File: src/rtl/tanh_deriv_bp_pkg.sv
// tanh_deriv_bp_pkg: shared fixed-point constants and FSM encoding for the tanh forward/backward blocks
package tanh_deriv_bp_pkg;
  localparam int WIDTH = 24;
  localparam int FRAC = 16;
  localparam logic [23:0] ONE_FX = 24'h010000;
  localparam logic [23:0] SAT_MAX = 24'h7FFFFF;
  localparam logic [23:0] SAT_MIN = 24'h800000;
  // forward tanh treats |x| beyond this as fully saturated
  localparam logic [23:0] TANH_CLAMP = 24'h030000;
  typedef enum logic [1:0] {IDLE, SQ, MUL, DONE} state_t;
endpackage

File: src/rtl/tanh_deriv_bp_mult_fx.sv
// mult_fx: signed fixed-point multiply, sliced at FRAC with saturation to the WIDTH range
module mult_fx #(
  parameter int WIDTH = tanh_deriv_bp_pkg::WIDTH,
  parameter int FRAC = tanh_deriv_bp_pkg::FRAC
) (
  input  logic [WIDTH-1:0] a,
  input  logic [WIDTH-1:0] b,
  output logic [WIDTH-1:0] p
);
  import tanh_deriv_bp_pkg::*;
  logic [2*WIDTH-1:0] full;
  logic [WIDTH-FRAC:0] top;
  logic unused;
  always_comb begin
    full = {{WIDTH{a[WIDTH-1]}}, a} * {{WIDTH{b[WIDTH-1]}}, b};
    top = full[2*WIDTH-1:FRAC+WIDTH-1];
    p = (&top || ~|top) ? full[FRAC+WIDTH-1:FRAC] : {full[2*WIDTH-1], {(WIDTH-1){~full[2*WIDTH-1]}}};
  end
  assign unused = ^full[FRAC-1:0];
endmodule

File: src/rtl/tanh_deriv_bp.sv
// tanh_deriv_bp: backprop through tanh, o_grad = delta*(1 - y*y), one shared multiplier over SQ/MUL
module tanh_deriv_bp #(
  parameter int WIDTH = tanh_deriv_bp_pkg::WIDTH,
  parameter int FRAC = tanh_deriv_bp_pkg::FRAC
) (
  input  logic             clk,
  input  logic             rst,
  input  logic             i_valid,
  output logic             i_ready,
  input  logic [WIDTH-1:0] i_y,
  input  logic [WIDTH-1:0] i_delta,
  input  logic             i_last,
  output logic             o_valid,
  input  logic             o_ready,
  output logic [WIDTH-1:0] o_grad,
  output logic             o_last
);
  import tanh_deriv_bp_pkg::*;
  localparam logic signed [WIDTH-1:0] ONE = {{(WIDTH-FRAC-1){1'b0}}, 1'b1, {FRAC{1'b0}}};
  localparam logic signed [WIDTH-1:0] NEG_ONE = -ONE;
  state_t state, nxt;
  logic signed [WIDTH-1:0] y, delta, d;
  logic [WIDTH-1:0] a, b, p;
  logic last;
  assign i_ready = state == IDLE;
  assign o_valid = state == DONE;
  always_comb begin
    nxt = state == IDLE ? (i_valid ? SQ : IDLE) :
          state == SQ   ? MUL :
          state == MUL  ? DONE :
          (o_ready ? IDLE : DONE);
    a = state == MUL ? delta : y;
    b = state == MUL ? d : y;
  end
  mult_fx #(.WIDTH(WIDTH), .FRAC(FRAC)) u_mul (.a(a), .b(b), .p(p));
  always_ff @(posedge clk) begin
    if (rst) begin
      state <= IDLE;
      y <= '0;
      delta <= '0;
      last <= 1'b0;
      d <= '0;
      o_grad <= '0;
      o_last <= 1'b0;
    end else begin
      state <= nxt;
      if (state == IDLE && i_valid) begin
        y <= i_y;
        delta <= i_delta;
        last <= i_last;
      end
      // |y| >= 1 also catches every y whose square would overflow
      if (state == SQ) d <= (y >= ONE || y <= NEG_ONE) ? '0 : ONE - p;
      if (state == MUL) begin
        o_grad <= p;
        o_last <= last;
      end
    end
  end
endmodule

File: config.mk
export PLATFORM = sky130hd
export DESIGN_NAME = tanh_deriv_bp
export DESIGN_NICKNAME = d
export VERILOG_FILES = /design/src/rtl/tanh_deriv_bp_pkg.sv /design/src/rtl/tanh_deriv_bp_mult_fx.sv /design/src/rtl/tanh_deriv_bp.sv
export SDC_FILE = /design/constraint.sdc
export NUM_CORES = 2
export LEC_CHECK = 0
export BUFFER_PORTS_ARGS = -buffer_cell sky130_fd_sc_hd__buf_2
export CORE_MARGIN = 2
export CORE_UTILIZATION = 60
export CTS_BUF_LIST = sky130_fd_sc_hd__clkbuf_16
export DETAILED_ROUTE_END_ITERATION = 7
export PLACE_DENSITY_LB_ADDON = 0.15
export SLEW_MARGIN = 0
export SYNTH_ARGS = -nofsm -noshare
export SYNTH_HDL_FRONTEND = slang
export SYNTH_SLANG_ARGS = --single-unit
File: constraint.sdc
create_clock -name clk -period 9.3 [get_ports clk]
set_input_delay 1.86 -clock clk [delete_from_list [all_inputs] [get_ports clk]]
set_output_delay 1.86 -clock clk [all_outputs]
set_load 0.005 [all_outputs]
==> results.cfg <==
[cts]
cts_buffer_depth = 2
cts.reportedPaths.clkPinSlew_ns = 0.07
clk_latency_ns = 0.36
cts_buffers = 9
clock-root-buffer = clkbuf_16
cts_htree_levels = 3
tritoncts = built
hold_buffers = 0
cts_sinks = 100

[cells_and_area]
utilization = 0.725
finalInstanceArea_um2 = 31100
area_growth_pct = 20.1
drive_above_1_share = 0.193
instances_no_fill = 3997
diodes = 0
fin_nets = 4197

[floorplan]
initial_core_util = 0.604
core_region_area_um2 = 42900
die_height_um = 212
rows = 76
die_x_um = 212
io_pins = 80
die_area_um2 = 44900

[critical_path]
cpPeakStageDelay_ns = 0.65
cp.required_ns = 9.55
path_max_fanout = 16
cp.arrival_ns = 9.40
start_kind = register
worst-setup-path-type = register to register
end_kind = register
worstRegToRegCells = 38
cpMostUsedCell = fa_1
cp_slowest_cell = fa_1

[synth]
netlist_area_um2 = 25900
ys_seq_area_frac = 0.0773
synth_nets = 3879
ys_async_sr_fraction = 0
synthTopCellsByCount = fa_1, inv_1, nand2_1
syn_avg_cell_area_um2 = 8.39
synthCells = 3089
synth-seq-cells = 100
synth-main-ff-cell = dfxtp_1
synth_warnings = 0
synthMostInstantiatedCell = fa_1
yosys-top-cells-area = fa_1, inv_1, nand2_1
ys_types = 75
synth_top_area_cell = fa_1
synth_edf_count = 0
synth_top_area_frac = 0.468

[drt]
drc = 0
num_vias = 23500
via_per_inst = 5.88
drt_pass1_iterations = 6
drt_wl_total_mm = 93.7
wl_per_cell_um = 23.4
drt_iter0_markers = 2639
ant_nets = 0

[sta]
setup_viol = 0
post-route-min-period_ns = 9.15
fin_crit_sh = 0.984
tightest_slew_ns = 1.29
hold_viol = 0
finClkSkew_ns = 0.00898
finalMaxSlewViolations = 0
maxSlewHeadroom = 0.136
max_freq_mhz = 109

[global_routing]
overflow = 0
grt_max_degree = 87
antenna_found_initial = 0
grt_use_total = 0.423
grt_pass1_vias = 24300
grt_pass1_wl_mm = 141

[placed_design]
globalplace.congestion = 1.00
hpwl_mm = 77.0
port_buffers = 79
dp.cells = 3913
dpl_cell_area_um2 = 29200

[pwr]
ir_drop_v = 0.000251
leakagePower_nw = 15.0
total_power_mw = 4.00
power.density_nw_per_um2 = 128

[min_path]
hold_path.class = register to register
hold_path_depth = 2

[run]
maxCapViolations = 0

[status]
status = finished, final reports clean
==> sequential cells by signal, indices dropped and copies added, names as in the netlist <==
| signal | cells |
|---|---|
| state | 2 |
| last | 1 |
| d | 24 |
| o_last | 1 |
| delta | 24 |
| y | 24 |
| o_grad | 24 |
==> path summary, 6_finish.rpt <==
kind | start | to | slack [ns]
max | state[1] | d[20] | 0.15
min | o_last | o_last | 0.45
max reg2reg | state[1] | d[20] | 0.15
min reg2reg | o_last | o_last | 0.45
==> metal layers <==
layer	global-route usage	part of all wire	vias to the layer above
met3	0.115	0.12	305
met4	0.160	0.048	0
li1	-	-	10000
met1	0.569	0.38	11700
met5	0	0	-
met2	0.657	0.45	1426
==> through the flow <==
| stage | TNS (ns) | hold slack (ns) | worst slack (ns) |
|---|---|---|---|
| 2_1_floorplan | 0 | 0.432 | 0.00454 |
| 3_3_place_gp | -0.221 | 0.438 | -0.0837 |
| 3_5_place_dp | -0.630 | 0.444 | -0.155 |
| 4_1_cts | 0 | 0.456 | 0.00472 |
| 5_1_grt | -0.524 | 0.490 | -0.0988 |
| 6_report | 0 | 0.453 | 0.147 |
==> cells by family after synthesis <==
group,after synthesis,share of synthesized area
simple gates,1087,0.176
buf+inv,741,0.108
fa+ha+maj,737,0.532
compound gates,376,0.0910
flops,100,0.0773
xor+xnor,47,0.0162
mux,1,0.000869
==> cell type report <==
cell class                 count  area (um2)
tap                          585         732
clock inverter                 7        51.3
inverter                     604        2270
clock buffer                   9         225
fill                        3313       11800
sequential                   100        2010
timing repair buffer         444        3810
multi-input combinational   2248       22000
==> where the power goes <==
group | switching, mW | leakage (nW) | internal, mW
Sequential | 0.0556 | 0.818 | 0.473
Combinational | 1.81 | 14.0 | 1.30
Clock | 0.181 | 0.138 | 0.184
Total | 2.04 | 15.0 | 1.95
==> worst max-delay path, delay by kind of cell (launching register included) <==
kind                       cells  cell delay [ns]
buffers and inverters         13             1.67
and+or+nand+nor                7             0.86
AOI/OAI and AO/OA              9             1.91
adders and majority gates      9             4.18
DFF                            1             0.37
==> cell usage in the layout (no fill, tap or decap), types with 27 or more instances in the layout <==
cell | Yosys | final
inv_1 | 603 | 594
fa_1 | 606 | 585
nand2_1 | 568 | 548
nor2_1 | 339 | 329
buf_4 | 0 | 297
a21oi_1 | 177 | 137
ha_1 | 131 | 114
dfxtp_1 | 100 | 98
buf_2 | 3 | 79
a21oi_2 | 1 | 33
buf_12 | 0 | 33
xnor2_1 | 32 | 32
o21ai_0 | 49 | 30
and2_1 | 34 | 29
a211oi_1 | 29 | 27
==> repair_timing <==
item                                    CTS  global route
cloned                                    0             9
endpoints found under the hold margin     0             0
gates resized for setup                  28           214
setup buffers                             2            57
endpoints found under the setup margin   15            33
pin swaps                                 2            63
Power figures use the tool's default switching activity.
